`src/rtl/err_inj_pkg.sv`:
```
// rtl/err_inj_pkg.sv - shared encodings for the serial bit-error injector
// Contents: mode encodings, FSM state type, LFSR seed/tap constants.
// Optional feature macro used by the consumers: ERR_INJECT_LFSR_EN.
package err_inj_pkg;

  localparam logic [1:0] MODE_PASS  = 2'b00;
  localparam logic [1:0] MODE_MASK  = 2'b01;
  localparam logic [1:0] MODE_BURST = 2'b10;
  localparam logic [1:0] MODE_LFSR  = 2'b11;

  typedef enum logic {
    ST_IDLE   = 1'b0,
    ST_ACTIVE = 1'b1
  } state_t;

  localparam logic [15:0] LFSR_SEED = 16'hACE1;
  // Taps 16,14,13,11 expressed as bit positions 15,13,12,10.
  localparam logic [15:0] LFSR_TAPS = 16'hB400;

endpackage

```
`src/rtl/err_inj_lfsr16.sv`:
```
// rtl/err_inj_lfsr16.sv - 16-bit Fibonacci LFSR for random error positions
// Ports:
//   clk     in  1   system clock, rising edge
//   rst     in  1   synchronous active-high reset, loads LFSR_SEED
//   advance in  1   step the register by one position
//   value   out 16  current register contents
// Only instantiated when ERR_INJECT_LFSR_EN is defined.
module err_inj_lfsr16
  import err_inj_pkg::*;
(
  input  logic        clk,
  input  logic        rst,
  input  logic        advance,
  output logic [15:0] value
);

  logic feedback;

  assign feedback = ^(value & LFSR_TAPS);

  always_ff @(posedge clk) begin
    if (rst) begin
      value <= LFSR_SEED;
    end else if (advance) begin
      value <= {value[14:0], feedback};
    end
  end

endmodule

```
`src/rtl/error_inject_serial_p.sv`:
```
// rtl/error_inject_serial_p.sv - frame-aligned serial bit-error injector
// Ports:
//   clk, rst                 clock and synchronous active-high reset
//   d_in, strobe_in          serial data bit and its valid qualifier
//   frame_start              marks d_in as bit 0 of a new frame
//   mode                     00 pass, 01 mask, 10 burst, 11 LFSR single bit
//   error_mask               per-bit inversion mask (mode 01)
//   error_pos, burst_len     burst start and length (mode 10)
//   d_out, strobe_out        registered, possibly inverted, data and qualifier
//   err_flag                 d_out was inverted on this bit
//   frame_done               last bit of a complete frame
//   err_count                saturating count of inverted bits
// Macro ERR_INJECT_LFSR_EN enables the LFSR-driven mode 11; otherwise mode 11 passes data.
module error_inject_serial_p
  import err_inj_pkg::*;
#(
  parameter  int FRAME_LEN = 7,
  parameter  int CNT_W     = 16,
  localparam int POS_W     = $clog2(FRAME_LEN)
) (
  input  logic                 clk,
  input  logic                 rst,
  input  logic                 d_in,
  input  logic                 strobe_in,
  input  logic                 frame_start,
  input  logic [1:0]           mode,
  input  logic [FRAME_LEN-1:0] error_mask,
  input  logic [POS_W-1:0]     error_pos,
  input  logic [POS_W-1:0]     burst_len,
  output logic                 d_out,
  output logic                 strobe_out,
  output logic                 err_flag,
  output logic                 frame_done,
  output logic [CNT_W-1:0]     err_count
);

  localparam logic [POS_W-1:0] LAST_IDX = POS_W'(FRAME_LEN - 1);

  state_t               state, state_nx;
  logic [POS_W-1:0]     cnt, cnt_nx;
  logic                 latch_cfg;

  logic [1:0]           mode_q;
  logic [FRAME_LEN-1:0] mask_q;
  logic [POS_W-1:0]     pos_q, len_q;

  // Effective config for the current bit: a frame-start bit uses the live
  // inputs, because they are being latched on this very edge.
  logic [1:0]           mode_e;
  logic [FRAME_LEN-1:0] mask_e;
  logic [POS_W-1:0]     pos_e, len_e;
  logic [POS_W-1:0]     idx;
  logic [POS_W:0]       burst_end;
  logic                 burst_hit;
  logic                 inv_sel;
  logic                 inv;
  logic                 done;

  assign mode_e = frame_start ? mode       : mode_q;
  assign mask_e = frame_start ? error_mask : mask_q;
  assign pos_e  = frame_start ? error_pos  : pos_q;
  assign len_e  = frame_start ? burst_len  : len_q;
  assign idx    = frame_start ? '0         : cnt;

  // One extra bit so pos+len cannot wrap; indices past the frame simply
  // never occur, which clips the burst at the frame end.
  assign burst_end = {1'b0, pos_e} + {1'b0, len_e};
  assign burst_hit = ({1'b0, idx} >= {1'b0, pos_e}) && ({1'b0, idx} < burst_end);

`ifdef ERR_INJECT_LFSR_EN
  logic [15:0]      lfsr_value;
  logic [POS_W-1:0] rpos_now, rpos_q, rpos_e;

  err_inj_lfsr16 u_lfsr (
    .clk     (clk),
    .rst     (rst),
    .advance (strobe_in & frame_start),
    .value   (lfsr_value)
  );

  // Position is taken from the pre-advance value at frame start.
  assign rpos_now = POS_W'(lfsr_value % 16'(FRAME_LEN));
  assign rpos_e   = frame_start ? rpos_now : rpos_q;

  always_ff @(posedge clk) begin
    if (rst) begin
      rpos_q <= '0;
    end else if (latch_cfg) begin
      rpos_q <= rpos_now;
    end
  end
`endif

  always_comb begin
    inv_sel = 1'b0;
    case (mode_e)
      MODE_MASK:  inv_sel = mask_e[idx];
      MODE_BURST: inv_sel = burst_hit;
`ifdef ERR_INJECT_LFSR_EN
      MODE_LFSR:  inv_sel = (idx == rpos_e);
`endif
      default:    inv_sel = 1'b0;
    endcase
  end

  // Next-state and per-bit decisions
  always_comb begin
    state_nx  = state;
    cnt_nx    = cnt;
    latch_cfg = 1'b0;
    inv       = 1'b0;
    done      = 1'b0;
    if (strobe_in) begin
      if (frame_start) begin
        // Also covers a mid-frame restart: the old frame is dropped silently.
        latch_cfg = 1'b1;
        inv       = inv_sel;
        state_nx  = ST_ACTIVE;
        cnt_nx    = POS_W'(1);
      end else if (state == ST_ACTIVE) begin
        inv = inv_sel;
        if (cnt == LAST_IDX) begin
          done     = 1'b1;
          state_nx = ST_IDLE;
          cnt_nx   = '0;
        end else begin
          cnt_nx = cnt + POS_W'(1);
        end
      end
    end
  end

  always_ff @(posedge clk) begin
    if (rst) begin
      state <= ST_IDLE;
      cnt   <= '0;
    end else begin
      state <= state_nx;
      cnt   <= cnt_nx;
    end
  end

  always_ff @(posedge clk) begin
    if (rst) begin
      mode_q <= MODE_PASS;
      mask_q <= '0;
      pos_q  <= '0;
      len_q  <= '0;
    end else if (latch_cfg) begin
      mode_q <= mode;
      mask_q <= error_mask;
      pos_q  <= error_pos;
      len_q  <= burst_len;
    end
  end

  always_ff @(posedge clk) begin
    if (rst) begin
      d_out      <= 1'b0;
      strobe_out <= 1'b0;
      err_flag   <= 1'b0;
      frame_done <= 1'b0;
      err_count  <= '0;
    end else begin
      d_out      <= strobe_in & (d_in ^ inv);
      strobe_out <= strobe_in;
      err_flag   <= inv;
      frame_done <= done;
      if (inv && (err_count != '1)) begin
        err_count <= err_count + CNT_W'(1);
      end
    end
  end

endmodule
```
`config.mk`:
```
export PLATFORM = sky130hd
export DESIGN_NAME = error_inject_serial_p
export DESIGN_NICKNAME = d
export VERILOG_FILES = /design/src/rtl/err_inj_pkg.sv /design/src/rtl/err_inj_lfsr16.sv /design/src/rtl/error_inject_serial_p.sv
export SDC_FILE = /design/constraint.sdc
export NUM_CORES = 1
export LEC_CHECK = 0
export ABC_AREA = 0
export BUFFER_PORTS_ARGS = -buffer_cell sky130_fd_sc_hd__buf_4
export CAP_MARGIN = 10
export CORE_MARGIN = 8
export CORE_UTILIZATION = 55
export DETAILED_ROUTE_END_ITERATION = 6
export GPL_TIMING_DRIVEN = 0
export PLACE_DENSITY = 0.82
export SLEW_MARGIN = 20
export SYNTH_ARGS = -nofsm -noshare
export SYNTH_HDL_FRONTEND = slang
export SYNTH_SLANG_ARGS = --single-unit
```
`constraint.sdc`:
```
create_clock -name clk -period 10.2 [get_ports clk]
set_clock_uncertainty 0.2 [all_clocks]
set_input_delay 0.51 -clock clk [delete_from_list [all_inputs] [get_ports clk]]
set_output_delay 0.51 -clock clk [all_outputs]
set_load 0.05 [all_outputs]
```
==> results of run 1 <==
where the power goes:
group | switching, mW | leakage, nW | internal (mW) | total [mW]
Combinational | 0.0230 | 0.708 | 0.0190 | 0.0420
Clock | 0.0526 | 0.0515 | 0.0617 | 0.114
Sequential | 0.00226 | 0.317 | 0.156 | 0.158
Total | 0.0779 | 1.08 | 0.237 | 0.315
synthesized netlist by cell type, types with 3 or more instances:
master,count
nand2_1,40
dfxtp_1,39
a21oi_1,29
ha_1,12
nor2_1,12
o21ai_0,10
clkbuf_1,8
inv_1,8
nand3_1,8
nor2b_1,8
mux2_2,6
mux2i_1,6
nor3_1,6
o31ai_1,6
or4_1,6
and3_1,5
buf_6,5
nand2b_1,5
nor3b_1,3
or3_1,3
through the flow:
stage,power [mW],hold slack [ns]
final,0.315,0.255
after global routing,0.328,0.267
after CTS,0.316,0.256
after detailed placement,0.203,0.246
after global placement,0.202,0.240
after floorplan,0.189,0.232
kinds of logic (layout without fill, tap and decap cells):
logic type,Yosys count,in the layout,share of synthesized area
flops,39,39,0.366
xor+xnor,3,3,0.0123
mux,13,13,0.0669
simple gates,107,107,0.256
fa+ha+maj,13,13,0.0798
buf+inv,22,68,0.0569
compound gates,57,57,0.161
worst reg2reg max path: stages, from the launching register on:
cell	delay, ns
dfxtp_1	0.32
mux2_2	0.30
ha_1	0.21
fa_1	0.51
inv_1	0.04
ha_1	0.29
o21ai_0	0.19
a31oi_1	0.06
o21ai_0	0.13
and4bb_2	0.28
nor2_2	0.07
buf_6	0.14
or4_1	0.49
a21oi_1	0.15
metal layers:
metal,track usage,vias up,share of wire
met4,0.0444,0,0.0090
li1,-,982,-
met2,0.254,51,0.47
met3,0.0467,4,0.050
met1,0.207,903,0.47
met5,0,-,0
final cells by class:
cell class                 instances  area [um^2]
clock buffer                       8          100
buffer                            14         91.3
sequential                        39          781
timing repair buffer              38          285
inverter                           8         30.0
fill                             327         1110
multi-input combinational        193         1230
tap                               48         60.1
sequential cells by signal, indices dropped and copies added, names as in the netlist, 2 cells and up:
signal     count
err_count     16
mask_q         7
cnt            3
len_q          3
pos_q          3
mode_q         2
how the worst max path moves through the flow:
| stage | slack, ns | to | startpoint | cells after the start |
|---|---|---|---|---|
| after floorplan | 6.21 | err_count[8] | frame_start | 15 |
| after global placement | 5.88 | err_count[8] | frame_start | 15 |
| after detailed placement | 5.85 | err_count[9] | frame_start | 15 |
| after CTS | 6.05 | err_count[8] | frame_start | 15 |
| after global routing | 5.79 | err_count[8] | frame_start | 15 |
| final | 6.08 | err_count[8] | frame_start | 15 |
==> metrics.yaml, run 1 <==
portBuffers: 38
synth_area_leaders: "dfxtp_1, ha_1, nand2_1"
vias: 1940
fin_crit_sh: 0.404
antenna_cells: 0
fin_area_mm2: 0.00258
layout_commonest_cell: "nand2_1"
leakage_nw: 1.08
finalCriticalPeriod_ns: 4.12
power_density_mw_per_mm2: 122
wire_per_inst_um: 14.0
ys_seq_elements: 39
place_area_mm2: 0.00248
die_x_um: 78.3
dr.pass1.iters: 5
rrSetupSlack_ns: 6.74
grt_pass1_wl_mm: 8.32
grt.overflow.total: 0
instances_no_fill: 348
drtIter0Drc: 134
reg2reg_from: "pos_q[0]"
dieArea_mm2: 0.00612
synth_ff_type: "dfxtp_1"
r2r-end: "err_count[8]"
hold_viol: 0
synth_edf_count: 0
setup_violations: 0
final_util: 0.699
fmax_mhz: 243
maxCapViolCount: 0
min_from: "mask_q[0]"
place_congestion: 0.812
min_path_type: "register to register"
yosysTopAreaCell: "dfxtp_1"
rows: 22
cts_tree: "done"
slowest_stage: "fa_1"
drive_above_1_share: 0.213
grt_max_degree: 12
cp-end-kind: "register"
finalWorstSetupSlack_ns: 6.08
first_global_vias: 1860
hold_end: "mask_q[0]"
fin_nets: 332
yosys_warnings: 0
area_growth_pct: 20.9
die_y_um: 78.3
insertion_delay_ns: 0.29
clockRootBuffer: "clkbuf_8"
setup_tns_ns: 0
clock_sinks: 39
path_delay_family: "adder cells"
slew_viol_final: 0
crit_required_ns: 10.22
drc: 0
start_util: 0.578
antenna_left: 0
synth_top_area_share: 0.366
outcome: "finished, final reports clean"
syn_avg_cell_area_um2: 8.39
start_kind: "input pin"
track_usage: 0.161
critPathMaxFanout: 10
hold_buffers: 0
ys_seq_area_frac: 0.366
ios: 40
clkTransAtPathRegs_ns: 0.07
cts_resized: 0
async_flop_share: 0
reg2reg_depth: 13
dp_slack_ns: 5.85
cts_buffers: 5
synth_cells: 254
antenna_found_initial: 0
timing.slew.headroom: 0.583
layout_common_cells: "nand2_1, dfxtp_1, buf_4"
critical_path_buf_inv_count: 4
cts_htree_levels: 2
rsz0062_at_grt: "no"
wirelength_mm: 4.87
cp.arrival_ns: 4.14
dp.cells: 340
crit_chain: "buf_6 > clkbuf_1 > mux2_2 > ha_1 > fa_1 > inv_1 > ha_1 > o21ai_0 > a31oi_1 > o21ai_0 > and4bb_2 > nor2_2 > buf_6 > or4_1 > a21oi_1"
max_slew.worst_pin.slew_ns: 0.610
postCtsSetupRepairBufs: 0
synth_fp_nets: 287
synth.distinct_cells: 41
clockBufferDepth: 2
peakVddDrop_mv: 0.0950
dp_hpwl_mm: 3.61
fp.coreArea_mm2: 0.00369
crit_type: "input pin to register"
synth_area_mm2: 0.00213
holdPathStages: 2
via_per_inst: 5.57
slowest_delay_ns: 0.51
Power figures use the tool's default switching activity.
==> run 2: changes to the inputs <==
--- a/config.mk
+++ b/config.mk
@@ -9,10 +9,10 @@
 export BUFFER_PORTS_ARGS = -buffer_cell sky130_fd_sc_hd__buf_4
 export CAP_MARGIN = 10
 export CORE_MARGIN = 8
-export CORE_UTILIZATION = 55
+export CORE_UTILIZATION = 50
 export DETAILED_ROUTE_END_ITERATION = 6
 export GPL_TIMING_DRIVEN = 0
-export PLACE_DENSITY = 0.82
+export PLACE_DENSITY = 0.79
 export SLEW_MARGIN = 20
 export SYNTH_ARGS = -nofsm -noshare
 export SYNTH_HDL_FRONTEND = slang
==> constraint.sdc (replaced) <==
create_clock -name clk -period 3.76 [get_ports clk]
set_clock_uncertainty 0.2 [all_clocks]
set_input_delay 0.188 -clock clk [delete_from_list [all_inputs] [get_ports clk]]
set_output_delay 0.188 -clock clk [all_outputs]
set_load 0.05 [all_outputs]
==> metrics.yaml, run 2 (synthesis gave the netlist of run 1 again) <==
fmax_mhz: 276
wire_per_inst_um: 14.1
antenna_cells: 0
dr.pass1.iters: 4
first_global_vias: 1955
leakage_nw: 1.13
start_util: 0.525
layout_commonest_cell: "nand2_1"
portBuffers: 38
setup_violations: 0
clock_sinks: 39
regMostFlops: "err_count"
max_slew.worst_pin.slew_ns: 0.606
antenna_found_initial: 0
grt_max_degree: 11
track_usage: 0.164
slew_viol_final: 0
slowest_stage: "dlygate4sd3_1"
fp.coreArea_mm2: 0.00406
layout_common_cells: "nand2_1, dfxtp_1, buf_4"
grt.overflow.total: 0
start_kind: "input pin"
vias: 1981
crit_chain: "dlygate4sd3_1 > buf_4 > mux2_2 > ha_2 > fa_1 > inv_1 > ha_1 > o21ai_0 > a31oi_1 > o21ai_1 > and4bb_2 > nor2_2 > buf_6 > or4_1 > a21oi_2"
crit_type: "input pin to register"
largest_register_ffs: 16
timing.slew.headroom: 0.585
reg.largest.list: "err_count (16), mask_q (7)"
clockBufferDepth: 2
finalCriticalPeriod_ns: 3.63
cp.arrival_ns: 3.65
slowest_delay_ns: 0.55
grt_pass1_wl_mm: 8.71
insertion_delay_ns: 0.29
cp-end-kind: "register"
crit_required_ns: 3.78
min_path_type: "input pin to register"
dp_slack_ns: -0.287
drc: 0
place_congestion: 0.803
rows: 23
via_per_inst: 5.46
critPathMaxFanout: 10
cts_tree: "done"
cts_buffers: 5
peakVddDrop_mv: 0.235
fillers: 342
area_growth_pct: 27.7
instances_no_fill: 363
antenna_left: 0
drtIter0Drc: 181
wirelength_mm: 5.13
ios: 40
power_density_mw_per_mm2: 298
die_y_um: 81.3
dp_hpwl_mm: 3.73
setup_tns_ns: 0
hold_viol: 0
dieArea_mm2: 0.00661
fin_crit_sh: 0.965
postCtsSetupRepairBufs: 0
hold_slack_ns: 0.0313
outcome: "finished, final reports clean"
fin_nets: 347
clkTransAtPathRegs_ns: 0.07
maxCapViolCount: 0
rsz0062_at_grt: "no"
clockRootBuffer: "clkbuf_8"
drive_above_1_share: 0.211
cts_htree_levels: 2
dp.cells: 342
die_x_um: 81.3
finalWorstSetupSlack_ns: 0.132
## run 2: cell types whose count changed in the layout (fill, tap and decap cells not counted), moves of 2 or more
cell,change
a21oi_2,+2
clkbuf_8,-2
dlygate4sd3_1,+16
a21oi_1,-2
## run 2: worst paths after layout
path,to,cells past startpoint,slack [ns],from
worst min register to register,mode_q[1],2,0.25,mode_q[1]
worst max-delay path,err_count[9],15,0.13,error_pos[0]
worst max register to register,err_count[9],13,0.41,pos_q[0]
worst min-delay path,d_out,3,0.03,d_in
## run 2: routing by layer
metal | wire length (um) | global-route usage | up-vias | part of all wire
met1 | 2440 | 0.208 | 917 | 0.47
met5 | 0 | 0 | - | 0
li1 | - | - | 1014 | -
met3 | 241 | 0.0331 | 7 | 0.047
met4 | 69 | 0.0536 | 0 | 0.013
met2 | 2390 | 0.270 | 43 | 0.46
## run 2: through the flow
step | cell area [um^2] | power [mW] | utilization
finish | 2720 | 0.812 | 0.671
floorplan | 2130 | 0.512 | -
detailed placement | 2480 | 0.551 | 0.611
CTS | 2710 | 0.816 | 0.669
global placement | 2480 | 0.548 | 0.611
global route | 2720 | 0.850 | 0.671
## run 2: timing repair
item / 4_1_cts / 5_1_grt
resized for setup: 0 / 5
hold buffers: 16 / 0
setup endpoints to repair: 0 / 10
endpoints found under the hold margin: 16 / 0
## run 2: critical path, delay by kind of cell
kind | cells | cell delay [ns]
mux | 1 | 0.31
buf+inv | 4 | 0.87
simple gates | 3 | 0.87
fa+ha+maj | 3 | 0.96
compound gates | 4 | 0.46
## run 2: power by group
group / leakage (nW) / internal, mW / switching, mW / total [mW]
logic: 0.773 / 0.0616 / 0.0643 / 0.126
clock network: 0.0371 / 0.124 / 0.132 / 0.256
registers: 0.317 / 0.424 / 0.00618 / 0.430
## run 2: area by class of cell
type	count	area [um^2]	share of cell area
plain buffers	13	87.6	0.0322
multi-input cells	193	1240	0.457
flip-flops and latches	39	781	0.287
clock buffers	6	72.6	0.0267
inverters	8	30.0	0.0110
well taps	50	62.6	0.0230
repair buffers	54	445	0.164
==> run 3: changes to the inputs <==
--- a/config.mk
+++ b/config.mk
@@ -5,14 +5,14 @@
 export SDC_FILE = /design/constraint.sdc
 export NUM_CORES = 1
 export LEC_CHECK = 0
-export ABC_AREA = 0
+export ABC_AREA = 1
 export BUFFER_PORTS_ARGS = -buffer_cell sky130_fd_sc_hd__buf_4
 export CAP_MARGIN = 10
 export CORE_MARGIN = 8
 export CORE_UTILIZATION = 50
 export DETAILED_ROUTE_END_ITERATION = 6
 export GPL_TIMING_DRIVEN = 0
-export PLACE_DENSITY = 0.79
+export PLACE_DENSITY = 0.78
 export SLEW_MARGIN = 20
 export SYNTH_ARGS = -nofsm -noshare
 export SYNTH_HDL_FRONTEND = slang
==> metrics.yaml, run 3 <==
reg.largest.list: "err_count (16), mask_q (7)"
synth_area_mm2: 0.00225
yosysMostFrequentCell: "nand2_1"
first_global_vias: 2117
cts_htree_levels: 2
fin_crit_sh: 0.838
wirelength_mm: 5.48
finalCriticalPeriod_ns: 3.15
crit_required_ns: 3.79
dp_hpwl_mm: 4.05
track_usage: 0.161
cts_buffers: 5
clkPwrFrac: 0.328
power_density_mw_per_mm2: 308
synth_ff_type: "dfxtp_1"
grt.overflow.total: 0
slew_viol_final: 0
clkTransAtPathRegs_ns: 0.07
drc: 0
critPathMaxFanout: 10
timing.slew.headroom: 0.649
pwr-share-comb: 0.181
die_y_um: 83.2
drive_above_1_share: 0.173
synth.distinct_cells: 27
synth_fp_nets: 351
clockRootBuffer: "clkbuf_8"
antenna_cells: 0
synth_edf_count: 0
dp_slack_ns: 0.404
switching_share: 0.274
outcome: "finished, final reports clean"
ios: 40
start_util: 0.518
insertion_delay_ns: 0.30
dieArea_mm2: 0.00691
yosys-top-cells-count: "nand2_1, dfxtp_1, nor2_1, a21oi_1, inv_1"
die_x_um: 83.2
p_seq_frac: 0.491
regMostFlops: "err_count"
area_growth_pct: 27.3
largest_register_ffs: 16
yosys_warnings: 0
cts_resized: 0
p_int_uw: 643
clock_sinks: 39
cts_tree: "done"
hold_viol: 0
place_area_mm2: 0.00261
grt_pass1_wl_mm: 9.52
setup_violations: 0
ys_seq_area_frac: 0.346
slowest_stage: "dlygate4sd3_1"
crit_type: "input pin to register"
path_delay_family: "buffers and inverters"
max_slew.worst_pin.slew_ns: 0.527
syn_avg_cell_area_um2: 7.09
crit_chain: "dlygate4sd3_1 > buf_4 > or2_2 > o21ai_0 > inv_1 > fa_1 > inv_1 > ha_1 > a21oi_1 > nand3b_1 > nand3_1 > nand2_2 > buf_6 > buf_6 > nand4_1 > a21oi_1"
ys_seq_elements: 39
rsz0062_at_grt: "no"
leakage_nw: 1.28
dr.pass1.iters: 4
min_path_type: "input pin to register"
p_sw_uw: 242
portBuffers: 39
hold_slack_ns: 0.00442
antenna_found_initial: 0
critical_path_buf_inv_count: 6
async_flop_share: 0
fmax_mhz: 318
layout_commonest_cell: "nand2_1"
fp.coreArea_mm2: 0.00435
wire_per_inst_um: 12.7
antenna_left: 0
rows: 24
drtIter0Drc: 127
grt_max_degree: 12
finalWorstSetupSlack_ns: 0.610
peakVddDrop_mv: 0.187
cp.arrival_ns: 3.18
setup_tns_ns: 0
slowest_delay_ns: 0.54
rrSetupSlack_ns: 0.87
cp-end-kind: "register"
maxCapViolCount: 0
yosysTopAreaCell: "dfxtp_1"
vias: 2267
start_kind: "input pin"
synth_cells: 318
final_util: 0.659
layout_common_cells: "nand2_1, buf_4, dfxtp_1"
via_per_inst: 5.24
fin_nets: 414
place_congestion: 0.888
clockBufferDepth: 2
synth_area_leaders: "dfxtp_1, nand2_1, ha_1"
fin_area_mm2: 0.00287
synth_top_area_share: 0.346
==> run 3: changes by cell type in the layout (fill, tap and decap cells not counted), moves of 5 or more <==
cell	before	now
and3_1	5	0
inv_1	8	28
mux2_2	6	0
mux2i_1	6	0
nand2_1	40	62
nand2b_1	5	0
nand4_1	0	18
nor2_1	12	36
nor2b_1	8	0
o21ai_0	9	27
o31ai_1	6	0
or4_1	5	0
xor2_1	1	9
==> run 3: stage by stage <==
step | total power, mW | cells
2_1_floorplan | 0.545 | 318
3_3_place_gp | 0.586 | 409
3_5_place_dp | 0.590 | 409
4_1_cts | 0.889 | 433
5_1_grt | 0.932 | 433
6_report | 0.885 | 433
==> run 3: cell families after synthesis <==
family,after synthesis,synth area share
AOI/OAI and AO/OA,60,0.137
buffers and inverters,45,0.0905
and+or+nand+nor,147,0.296
adders and majority gates,13,0.0755
DFF,39,0.346
xor gates and xnor gates,14,0.0544
==> run 3: area by class of cell <==
| cell class | instances | area [um^2] |
|---|---|---|
| Buffer | 14 | 87.6 |
| Multi-Input combinational cell | 234 | 1270 |
| Fill cell | 397 | 1480 |
| Tap cell | 52 | 65.1 |
| Sequential cell | 39 | 781 |
| Timing Repair Buffer | 56 | 463 |
| Clock inverter | 1 | 5.00 |
| Inverter | 31 | 116 |
| Clock buffer | 6 | 82.6 |
==> run 3: repair_timing <==
action	in CTS	in global routing
hold buffers	17	0
endpoints found under the hold margin	16	0
buffers inserted	0	0
==> run 3: routing by layer <==
metal / vias up / global-route usage / routed length (um) / part of all wire
met1: 1023 / 0.204 / 2600 / 0.47
met3: 8 / 0.0518 / 391 / 0.071
met4: 0 / 0.0479 / 70 / 0.013
met2: 63 / 0.252 / 2420 / 0.44
met5: - / 0 / 0 / 0
li1: 1173 / - / - / -
==> run 3: power by group through the flow <==
stage               registers, mW  clock network [mW]  logic [mW]
floorplan                   0.448                   0      0.0970
global placement            0.443                   0       0.142
detailed placement          0.444                   0       0.146
CTS                         0.434               0.295       0.160
global route                0.436               0.314       0.182
finish                      0.434               0.290       0.160
==> run 3: path summary, 6_finish.rpt <==
| kind | startpoint | end | cells past startpoint |
|---|---|---|---|
| worst max-delay path | error_pos[1] | err_count[11] | 16 |
| worst min-delay path | error_mask[4] | mask_q[4] | 3 |
| worst max register to register | pos_q[0] | err_count[11] | 14 |
| worst min register to register | pos_q[0] | pos_q[0] | 2 |
==> run 3: worst min-delay path: stages <==
cell     delay (ns)
buf_4          0.08
o21ai_0        0.07
a21oi_1        0.12
